`src/rtl/rect_blit_engine_if.sv`:
```
// Signal bundle for rect_blit_engine: command handshake, source-memory read port and plot port.
// master = the engine, slave = the surrounding system (controller, source RAM, VGA adapter).
interface rect_blit_engine_if #(
  parameter int unsigned X_W     = 8,
  parameter int unsigned Y_W     = 7,
  parameter int unsigned COLOR_W = 12,
  parameter int unsigned ADDR_W  = 15
) ();

  logic               start;
  logic [1:0]         mode;
  logic [X_W-1:0]     x0;
  logic [X_W-1:0]     x1;
  logic [Y_W-1:0]     y0;
  logic [Y_W-1:0]     y1;
  logic [COLOR_W-1:0] fill_color;

  logic [ADDR_W-1:0]  src_addr;
  logic               src_rd_en;
  logic [COLOR_W-1:0] src_q;

  logic               plot;
  logic [X_W-1:0]     plot_x;
  logic [Y_W-1:0]     plot_y;
  logic [COLOR_W-1:0] plot_color;
  logic               ready;

  logic               busy;
  logic               done;

  modport master (
    input  start, mode, x0, x1, y0, y1, fill_color, src_q, ready,
    output src_addr, src_rd_en, plot, plot_x, plot_y, plot_color, busy, done
  );

  modport slave (
    output start, mode, x0, x1, y0, y1, fill_color, src_q, ready,
    input  src_addr, src_rd_en, plot, plot_x, plot_y, plot_color, busy, done
  );

endinterface

```
`src/rtl/rect_blit_engine.sv`:
```
// Raster-order rectangle walker emitting one plot request per pixel, with fill, mono-expand
// and colour-copy sources; an RD_LAT-deep coordinate pipeline tracks the source RAM latency.
module rect_blit_engine #(
  parameter int unsigned H_RES   = 160,
  parameter int unsigned V_RES   = 120,
  parameter int unsigned X_W     = 8,
  parameter int unsigned Y_W     = 7,
  parameter int unsigned COLOR_W = 12,
  parameter int unsigned ADDR_W  = 15,
  parameter int unsigned RD_LAT  = 1
) (
  input logic                clk,
  input logic                resetn,
  rect_blit_engine_if.master bus
);

  localparam logic [X_W-1:0] X_MAX = X_W'(H_RES - 1);
  localparam logic [Y_W-1:0] Y_MAX = Y_W'(V_RES - 1);
  localparam int unsigned    LAST  = RD_LAT - 1;

  typedef enum logic [1:0] {IDLE, SCAN, DRAIN, FIN} state_t;
  typedef enum logic [1:0] {M_FILL = 2'd0, M_MONO = 2'd1, M_COPY = 2'd2} mode_t;

  state_t             state, state_nx;
  mode_t              mode_q;
  logic [COLOR_W-1:0] fill_q;
  logic [X_W-1:0]     x0_q, x1_q, x_cnt;
  logic [Y_W-1:0]     y1_q, y_cnt;

  logic               pv [RD_LAT];
  logic [X_W-1:0]     px [RD_LAT];
  logic [Y_W-1:0]     py [RD_LAT];

  logic [X_W-1:0]     x1_clamp;
  logic [Y_W-1:0]     y1_clamp;
  logic               empty_rect;
  logic               adv;
  logic               issue;
  logic               last_pix;
  logic               upstream_empty;
  logic               busy_c;
  logic               done_c;
  logic [COLOR_W-1:0] color;

  always_comb begin
    x1_clamp   = (bus.x1 > X_MAX) ? X_MAX : bus.x1;
    y1_clamp   = (bus.y1 > Y_MAX) ? Y_MAX : bus.y1;
    empty_rect = (bus.x0 > X_MAX) || (bus.y0 > Y_MAX) ||
                 (bus.x0 > x1_clamp) || (bus.y0 > y1_clamp);
  end

  assign adv      = !pv[LAST] || bus.ready;
  assign issue    = (state == SCAN) && adv;
  assign last_pix = (x_cnt == x1_q) && (y_cnt == y1_q);

  // Everything but the output stage empty: the next accepted pixel is the final one.
  always_comb begin
    upstream_empty = 1'b1;
    for (int unsigned i = 0; i + 1 < RD_LAT; i++) begin
      if (pv[i]) upstream_empty = 1'b0;
    end
  end

  always_ff @(posedge clk or negedge resetn) begin
    if (!resetn) state <= IDLE;
    else         state <= state_nx;
  end

  always_comb begin
    state_nx = state;
    busy_c   = 1'b0;
    done_c   = 1'b0;
    unique case (state)
      IDLE: begin
        if (bus.start) state_nx = empty_rect ? FIN : SCAN;
      end
      SCAN: begin
        busy_c = 1'b1;
        if (issue && last_pix) state_nx = DRAIN;
      end
      DRAIN: begin
        busy_c = 1'b1;
        if (adv && upstream_empty) state_nx = FIN;
      end
      FIN: begin
        done_c   = 1'b1;
        state_nx = IDLE;
      end
      default: state_nx = IDLE;
    endcase
  end

  always_ff @(posedge clk or negedge resetn) begin
    if (!resetn) begin
      mode_q <= M_FILL;
      fill_q <= '0;
      x0_q   <= '0;
      x1_q   <= '0;
      y1_q   <= '0;
      x_cnt  <= '0;
      y_cnt  <= '0;
    end else if (state == IDLE && bus.start) begin
      mode_q <= (bus.mode == 2'd3) ? M_FILL : mode_t'(bus.mode);
      fill_q <= bus.fill_color;
      x0_q   <= bus.x0;
      x1_q   <= x1_clamp;
      y1_q   <= y1_clamp;
      x_cnt  <= bus.x0;
      y_cnt  <= bus.y0;
    end else if (issue) begin
      if (x_cnt == x1_q) begin
        x_cnt <= x0_q;
        if (y_cnt != y1_q) y_cnt <= y_cnt + 1'b1;
      end else begin
        x_cnt <= x_cnt + 1'b1;
      end
    end
  end

  always_ff @(posedge clk or negedge resetn) begin
    if (!resetn) begin
      for (int unsigned i = 0; i < RD_LAT; i++) begin
        pv[i] <= 1'b0;
        px[i] <= '0;
        py[i] <= '0;
      end
    end else if (adv) begin
      pv[0] <= issue;
      px[0] <= x_cnt;
      py[0] <= y_cnt;
      for (int unsigned i = 1; i < RD_LAT; i++) begin
        pv[i] <= pv[i-1];
        px[i] <= px[i-1];
        py[i] <= py[i-1];
      end
    end
  end

  always_comb begin
    color = fill_q;
    case (mode_q)
      M_MONO:  color = bus.src_q[0] ? fill_q : '0;
      M_COPY:  color = bus.src_q;
      default: color = fill_q;
    endcase
  end

  // The RAM enable is gated with busy so it stays quiet while idle; the pipeline is empty then anyway.
  assign bus.src_rd_en  = busy_c && adv;
  assign bus.src_addr   = (state == SCAN) ?
                          ADDR_W'(32'(y_cnt) * H_RES + 32'(x_cnt)) : '0;
  assign bus.plot       = pv[LAST];
  assign bus.plot_x     = px[LAST];
  assign bus.plot_y     = py[LAST];
  assign bus.plot_color = pv[LAST] ? color : '0;
  assign bus.busy       = busy_c;
  assign bus.done       = done_c;

endmodule

```
`src/flat_wrapper.sv`:
```
// flat-port wrapper written by rule: the top's interface ports become plain ports
module rect_blit_engine_flat 
#(
  parameter int unsigned H_RES   = 160,
  parameter int unsigned V_RES   = 120,
  parameter int unsigned X_W     = 8,
  parameter int unsigned Y_W     = 7,
  parameter int unsigned COLOR_W = 12,
  parameter int unsigned ADDR_W  = 15,
  parameter int unsigned RD_LAT  = 1
)
  (clk, resetn, bus_start, bus_mode, bus_x0, bus_x1, bus_y0, bus_y1, bus_fill_color, bus_src_q, bus_ready, bus_src_addr, bus_src_rd_en, bus_plot, bus_plot_x, bus_plot_y, bus_plot_color, bus_busy, bus_done);
  rect_blit_engine_if #(.X_W(X_W), .Y_W(Y_W), .COLOR_W(COLOR_W), .ADDR_W(ADDR_W)) bus_i ();
  input logic clk;
  input logic resetn;
  input wire logic [$bits(bus_i.start)-1:0] bus_start;
  input wire logic [$bits(bus_i.mode)-1:0] bus_mode;
  input wire logic [$bits(bus_i.x0)-1:0] bus_x0;
  input wire logic [$bits(bus_i.x1)-1:0] bus_x1;
  input wire logic [$bits(bus_i.y0)-1:0] bus_y0;
  input wire logic [$bits(bus_i.y1)-1:0] bus_y1;
  input wire logic [$bits(bus_i.fill_color)-1:0] bus_fill_color;
  input wire logic [$bits(bus_i.src_q)-1:0] bus_src_q;
  input wire logic [$bits(bus_i.ready)-1:0] bus_ready;
  output wire logic [$bits(bus_i.src_addr)-1:0] bus_src_addr;
  output wire logic [$bits(bus_i.src_rd_en)-1:0] bus_src_rd_en;
  output wire logic [$bits(bus_i.plot)-1:0] bus_plot;
  output wire logic [$bits(bus_i.plot_x)-1:0] bus_plot_x;
  output wire logic [$bits(bus_i.plot_y)-1:0] bus_plot_y;
  output wire logic [$bits(bus_i.plot_color)-1:0] bus_plot_color;
  output wire logic [$bits(bus_i.busy)-1:0] bus_busy;
  output wire logic [$bits(bus_i.done)-1:0] bus_done;
  assign bus_i.start = bus_start;
  assign bus_i.mode = bus_mode;
  assign bus_i.x0 = bus_x0;
  assign bus_i.x1 = bus_x1;
  assign bus_i.y0 = bus_y0;
  assign bus_i.y1 = bus_y1;
  assign bus_i.fill_color = bus_fill_color;
  assign bus_i.src_q = bus_src_q;
  assign bus_i.ready = bus_ready;
  assign bus_src_addr = bus_i.src_addr;
  assign bus_src_rd_en = bus_i.src_rd_en;
  assign bus_plot = bus_i.plot;
  assign bus_plot_x = bus_i.plot_x;
  assign bus_plot_y = bus_i.plot_y;
  assign bus_plot_color = bus_i.plot_color;
  assign bus_busy = bus_i.busy;
  assign bus_done = bus_i.done;
  rect_blit_engine #(.H_RES(H_RES), .V_RES(V_RES), .X_W(X_W), .Y_W(Y_W), .COLOR_W(COLOR_W), .ADDR_W(ADDR_W), .RD_LAT(RD_LAT)) u_core (.clk(clk), .resetn(resetn), .bus(bus_i));
endmodule
```
`config.mk`:
```
export PLATFORM = sky130hd
export DESIGN_NAME = rect_blit_engine_flat
export DESIGN_NICKNAME = d
export VERILOG_FILES = /design/src/rtl/rect_blit_engine_if.sv /design/src/rtl/rect_blit_engine.sv /design/src/flat_wrapper.sv
export SDC_FILE = /design/constraint.sdc
export NUM_CORES = 1
export LEC_CHECK = 0
export BUFFER_PORTS_ARGS = -buffer_cell sky130_fd_sc_hd__buf_2
export CORE_MARGIN = 4
export CORE_UTILIZATION = 52
export CTS_CLUSTER_SIZE = 20
export DETAILED_ROUTE_END_ITERATION = 10
export PLACE_DENSITY = 0.78
export SLEW_MARGIN = 40
export SYNTH_ARGS = -nofsm -noshare
export SYNTH_HDL_FRONTEND = slang
export SYNTH_SLANG_ARGS = --single-unit
```
`constraint.sdc`:
```
create_clock -name clk -period 3.37 [get_ports clk]
set_input_delay 0.1685 -clock clk [delete_from_list [all_inputs] [get_ports clk]]
set_output_delay 0.1685 -clock clk [all_outputs]
set_load 0.03 [all_outputs]
```
* Word level (Yosys, flattened, before mapping) *
Index checks and enable logic that the tools add are counted.

storage, ports and cells
  bits in registers = 70
  bits of input ports = 60

cells by class
  add/subtract/negate cells = 3
  $mul = 1
  magnitude comparators = 6
  equality and inequality tests = 12
  mux-type cells = 21
  reduce and logical (&&, ||, !) cells = 17

operators by type and width
  cell                                                                 number
  7-bit two-way mux                                                    5
  8-bit two-way mux                                                    4
  12-bit two-way mux                                                   2
  12-bit one-hot mux with 2 select lines                               1
  8-bit greater-than comparator, second input constant                 2
  15-bit by 8-bit adder with 15-bit output                             1
  15-bit two-way mux                                                   1
  7-bit greater-than comparator, second input constant                 2
  7-bit by 3-bit multiplier with 10-bit output, second input constant  1
  2-bit two-way mux                                                    5
  8-bit by 1-bit adder with 8-bit output, second input constant        1
  2-bit == test, second input constant                                 4
  8-bit == test                                                        1
  8-bit greater-than comparator                                        1
  2-bit one-hot mux with 4 select lines                                1
  7-bit by 1-bit adder with 7-bit output, second input constant        1
  7-bit == test                                                        1
  7-bit greater-than comparator                                        1
  7-bit inequality test                                                1
  3-bit AND reduction                                                  2
  2-bit nonzero test                                                   3
  1-bit logical AND                                                    5
  2-bit by 1-bit == test with 1-bit output, second input constant      2
  1-bit logical OR                                                     4
  other kinds (6)                                                      8

* Longest topological paths before layout *
  depth in word-level cells = 8
  depth in mapped cells = 10

* Worst setup path after synthesis *
Ideal clock, no wire load.

  kind = reg-to-output
  start point = register u_core.y_cnt[1]
  end point = output bus_src_addr[14]
  data arrival time = 2,653 ps
  required time = 3,201 ps
  slack = 549 ps
  cell stages (with the launch flop) = 10
  path through = dfrtp_1 -> ha_1 -> ha_1 -> inv_1 -> fa_1 -> nand2b_1 -> nor2_1 -> o2111ai_1 -> o31a_1 -> o22ai_1

between the ends
  word-level cells in the longest chain between the ends = 3

ends and longest elaborated chain
  what                                          RTL line                 RTL
  start: declaration                            rect_blit_engine.sv:28   logic [Y_W-1:0] y1_q, y_cnt;
  start signal: assignment                      rect_blit_engine.sv:109  y_cnt <= bus.y0;
  start signal: assignment                      rect_blit_engine.sv:113  if (y_cnt != y1_q) y_cnt <= y_cnt + 1'b1;
  7-bit by 3-bit multiplier with 10-bit output  rect_blit_engine.sv:151  ADDR_W'(32'(y_cnt) * H_RES + 32'(x_cnt)) : '0;
  15-bit by 8-bit adder with 15-bit output      rect_blit_engine.sv:151
  15-bit two-way mux                            rect_blit_engine.sv:150  assign bus.src_addr = (state == SCAN) ?
  end: declaration                              flat_wrapper.sv:25       output wire logic [$bits(bus_i.src_addr)-1:0] bus_src_addr;

Every way passes these cells.

* Final worst setup path *
Same ends and word-level chain as after synthesis.

==> impl_metrics.prom <==
# TYPE chip_impl_metric gauge
chip_impl_metric{name="cts.sinks",unit=""} 70
chip_impl_metric{name="netlist.area_leader.share",unit="%"} 38.9
chip_impl_metric{name="power.density",unit="nW/µm²"} 930
chip_impl_metric{name="final.setup_skew",unit="ps"} 12.3
chip_impl_metric{name="via_per_inst",unit=""} 5.44
chip_impl_metric{name="syn_avg_cell_area",unit="µm²"} 9.04
chip_impl_metric{name="vias",unit=""} 3869
chip_impl_metric{name="worst-path-buf-inv",unit=""} 2
chip_impl_metric{name="cp_num_cells",unit=""} 11
chip_impl_metric{name="cts_setup_buffers",unit=""} 0
chip_impl_metric{name="final.setup.worst_slack",unit="ps"} 156
chip_impl_metric{name="syn_to_final_growth",unit="%"} 21.0
chip_impl_metric{name="detailed_place.area",unit="µm²"} 5110
chip_impl_metric{name="synth.cell_area",unit="µm²"} 4500
chip_impl_metric{name="drt-initial-drc-count",unit=""} 217
chip_impl_metric{name="synth_seq_area_share",unit="%"} 38.9
chip_impl_metric{name="timing.max_cap.violations",unit=""} 0
chip_impl_metric{name="firstDrtPassIters",unit=""} 4
chip_impl_metric{name="postSynthCellCount",unit=""} 498
chip_impl_metric{name="route.detailed.wl_per_inst",unit="µm"} 15.4
chip_impl_metric{name="setup-tns-final",unit="ps"} 0
chip_impl_info{name="synth_ff_type",value="sky130_fd_sc_hd__dfrtp_1"} 1
chip_impl_info{name="cpMaxStageDelayCell",value="sky130_fd_sc_hd__dfrtp_2"} 1
chip_impl_metric{name="synthesis.yosys.warnings",unit=""} 0
chip_impl_metric{name="postSynthRegisterBits",unit=""} 70
chip_impl_metric{name="post-route-period-util",unit="%"} 95.4
chip_impl_metric{name="synth_edf_count",unit=""} 0
chip_impl_metric{name="die_width",unit="µm"} 101
chip_impl_metric{name="final_layout_size_suffix_gt1_share",unit="%"} 27.9
chip_impl_metric{name="via_count_of_the_first_global_routing_pass",unit=""} 3779
chip_impl_metric{name="design_power_total",unit="mW"} 5.07
chip_impl_metric{name="max_stage_delay",unit="ps"} 480
chip_impl_info{name="cp_top_family",value="adder cells"} 1
chip_impl_metric{name="ant_nets",unit=""} 0
chip_impl_metric{name="filler_cell_count",unit=""} 668
chip_impl_metric{name="reg2regPathDepth",unit=""} 7
chip_impl_info{name="layout_commonest_cell",value="sky130_fd_sc_hd__buf_2"} 1
chip_impl_metric{name="ys_types",unit=""} 47
chip_impl_metric{name="floorplan.die_area",unit="µm²"} 10200
chip_impl_metric{name="mappedNetlistNets",unit=""} 597
chip_impl_metric{name="cts.clk_slew.worst_paths",unit="ps"} 80
chip_impl_metric{name="floorplan.initialDensity",unit="%"} 54.3
chip_impl_info{name="cp-start-kind",value="flip-flop"} 1
chip_impl_metric{name="detail_route.wirelength",unit="µm"} 10900
chip_impl_metric{name="ioPinCount",unit=""} 106
chip_impl_metric{name="dieHeight",unit="µm"} 101
chip_impl_metric{name="layout.cells.non_filler",unit=""} 711
chip_impl_metric{name="crit_fanout",unit=""} 8
chip_impl_metric{name="power.static_leakage",unit="nW"} 2.69
chip_impl_metric{name="fin_area",unit="µm²"} 5450
chip_impl_metric{name="drc_violations",unit=""} 0
chip_impl_info{name="critical_path.startpoint",value="u_core.y_cnt[1]$_DFFE_PN0P_"} 1
chip_impl_metric{name="core_region_area",unit="µm²"} 8300
chip_impl_metric{name="setup_viol_count_final",unit=""} 0
chip_impl_metric{name="cp.arrival",unit="ps"} 3050
chip_impl_metric{name="diodes",unit=""} 0
chip_impl_metric{name="dpl.hpwl",unit="µm"} 8300
chip_impl_metric{name="globalRouteOverflowTotal",unit=""} 0
chip_impl_metric{name="hold_ws",unit="ps"} 13.8
chip_impl_info{name="cts_tree",value="done"} 1
chip_impl_metric{name="worst_pin_slew",unit="ps"} 622
chip_impl_metric{name="gpl.final_weighted_congestion",unit=""} 0.883
chip_impl_info{name="r2r-start",value="u_core.x_cnt[6]$_DFFE_PN0P_"} 1
chip_impl_metric{name="place.detailed.instances",unit=""} 692
chip_impl_info{name="rsz_0062_raised_after_global_routing",value="false"} 1
chip_impl_info{name="most_frequent_cells_in_the_layout",value="sky130_fd_sc_hd__buf_2 (104), sky130_fd_sc_hd__nand2_1 (100), sky130_fd_sc_hd__dfrtp_1 (68), sky130_fd_sc_hd__ha_1 (37), sky130_fd_sc_hd__o21ai_0 (29)"} 1
chip_impl_info{name="endpoint_kind",value="output port"} 1
chip_impl_metric{name="placement_rows",unit=""} 33
chip_impl_info{name="post-synth-top-area-cell",value="sky130_fd_sc_hd__dfrtp_1"} 1
chip_impl_metric{name="timing.fmax",unit="MHz"} 311
chip_impl_metric{name="clk_path_buf_depth",unit=""} 2
chip_impl_metric{name="synthArstFlopShare",unit="%"} 100
chip_impl_metric{name="report.final.slew_viol_count",unit=""} 0
chip_impl_info{name="criticalPathCategory",value="reg2out"} 1
chip_impl_info{name="hold_path_class",value="in2reg"} 1
chip_impl_metric{name="grt_pass1_wl",unit="µm"} 17900
chip_impl_info{name="destination_of_the_critical_timing_path",value="bus_src_addr[14]"} 1
chip_impl_metric{name="cts_inserted_buffers",unit=""} 9
chip_impl_metric{name="num-nets-final",unit=""} 701
chip_impl_info{name="crit_path_cell_trace",value="ha_1, ha_1, inv_1, fa_1, nand2b_1, nor2_1, o2111ai_1, a21oi_1, a21oi_1, o22ai_1, buf_2"} 1
chip_impl_metric{name="h-tree-depth",unit=""} 3
chip_impl_metric{name="io_buffer_count",unit=""} 105
chip_impl_metric{name="reg2reg_setup_slack",unit="ps"} 1070
chip_impl_metric{name="finalHoldViolations",unit=""} 0
chip_impl_metric{name="worst_hold_path.num_cells",unit=""} 3
chip_impl_metric{name="power.ir.vdd_worst",unit="mV"} 0.664
chip_impl_info{name="status",value="complete, no violations"} 1
chip_impl_metric{name="dp_worst_setup_slack",unit="ps"} 494
chip_impl_info{name="timing.rr.end",value="u_core.state[1]$_DFFE_PN0P_"} 1
chip_impl_metric{name="antenna_found_initial",unit=""} 0
chip_impl_metric{name="relSlewSlack",unit="%"} 58.5
chip_impl_metric{name="period_needed",unit="ps"} 3210
chip_impl_info{name="cts_root_buffer",value="sky130_fd_sc_hd__clkbuf_8"} 1
chip_impl_info{name="synth_top_cells_by_area",value="sky130_fd_sc_hd__dfrtp_1 (39%), sky130_fd_sc_hd__ha_1 (10%), sky130_fd_sc_hd__nand2_1 (8.3%)"} 1
chip_impl_metric{name="finish.utilization",unit="%"} 65.6
chip_impl_metric{name="grt_start_max_net_pins",unit=""} 48
chip_impl_metric{name="timing.critical_path.required",unit="ps"} 3200
chip_impl_metric{name="gr-usage-all-layers",unit="%"} 22.0
chip_impl_metric{name="worstSkewPairLatency",unit="ps"} 340
[what timing repair did]
item	CTS	global route
endpoints found under the setup margin	0	2
hold buffers	4	0
endpoints found under the hold margin	48	0
gates resized for setup	0	4
[registers in the layout, indices dropped and copies added (netlist names), 7 cells and up]
signal	count
u_core.y_cnt	7
u_core.y1_q	7
u_core.x_cnt	8
u_core.bus.plot_x	8
u_core.x0_q	8
u_core.bus.plot_y	7
u_core.fill_q	12
u_core.x1_q	8
[worst min-delay path, stage by stage]
cell and delay [ps]:
sky130_fd_sc_hd__buf_2 80, sky130_fd_sc_hd__nand2_1 40, sky130_fd_sc_hd__nand2_1 50
[kinds of logic (layout without fill, tap and decap cells)]
kind of cell    after synthesis  after routing  share of synthesized area [%]
simple gates                197            197                           21.0
compound gates               91             91                           12.2
flops                        70             70                           38.9
buf+inv                      44            152                           4.31
fa+ha+maj                    39             39                           11.2
xor+xnor                     31             31                           6.03
mux                          26             26                           6.39
[area by class of cell]
class	count	area (µm²)	area share [%]
Multi-Input combinational cell	384	2570	47.2
Sequential cell	70	1750	32.2
Timing Repair Buffer	118	636	11.7
Inverter	19	71.3	1.31
Clock buffer	9	124	2.27
Tap cell	105	131	2.41
Clock inverter	6	159	2.92
[routing by layer]
metal | global-route usage, % | part of all wire (%)
met1 | 30.8 | 45
met3 | 3.04 | 5.8
met4 | 7.26 | 1.5
met5 | 0 | 0
met2 | 35.2 | 48
[worst min path at each step]
stage	start	endpoint	slack [ps]
after floorplan	resetn	u_core.bus.plot$_DFFE_PN0N_	-130
after global placement	bus_fill_color[6]	u_core.fill_q[6]$_DFFE_PN0P_	360
after detailed placement	resetn	u_core.state[0]$_DFFE_PN0P_	220
after CTS	bus_fill_color[2]	u_core.fill_q[2]$_DFFE_PN0P_	2
after global routing	bus_fill_color[7]	u_core.fill_q[7]$_DFFE_PN0P_	10
final	bus_fill_color[7]	u_core.fill_q[7]$_DFFE_PN0P_	10
[power breakdown]
group	internal, mW	switching (mW)	total (mW)	leakage [nW]
registers	1.21	0.372	1.58	0.868
clock network	0.639	0.314	0.953	0.139
logic	1.02	1.51	2.53	1.68
total	2.87	2.20	5.07	2.69
[Yosys cell counts, types with 4 or more instances]
cell / n
sky130_fd_sc_hd__xor2_1: 14
sky130_fd_sc_hd__o21ai_1: 7
sky130_fd_sc_hd__nor2_1: 26
sky130_fd_sc_hd__ha_1: 37
sky130_fd_sc_hd__nand4_1: 8
sky130_fd_sc_hd__dfrtp_1: 70
sky130_fd_sc_hd__nand3_1: 9
sky130_fd_sc_hd__o22ai_1: 4
sky130_fd_sc_hd__a21oi_1: 19
sky130_fd_sc_hd__nand3b_1: 5
sky130_fd_sc_hd__o21ai_0: 29
sky130_fd_sc_hd__mux2i_1: 4
sky130_fd_sc_hd__nand2_1: 100
sky130_fd_sc_hd__a21o_1: 4
sky130_fd_sc_hd__nor2b_1: 17
sky130_fd_sc_hd__nor3_1: 5
sky130_fd_sc_hd__mux2_2: 22
sky130_fd_sc_hd__clkbuf_1: 14
sky130_fd_sc_hd__nand2b_1: 4
sky130_fd_sc_hd__xnor2_1: 17
sky130_fd_sc_hd__inv_1: 19
sky130_fd_sc_hd__a22oi_1: 14
sky130_fd_sc_hd__and2_1: 8
(Power assumes the default switching activity.)
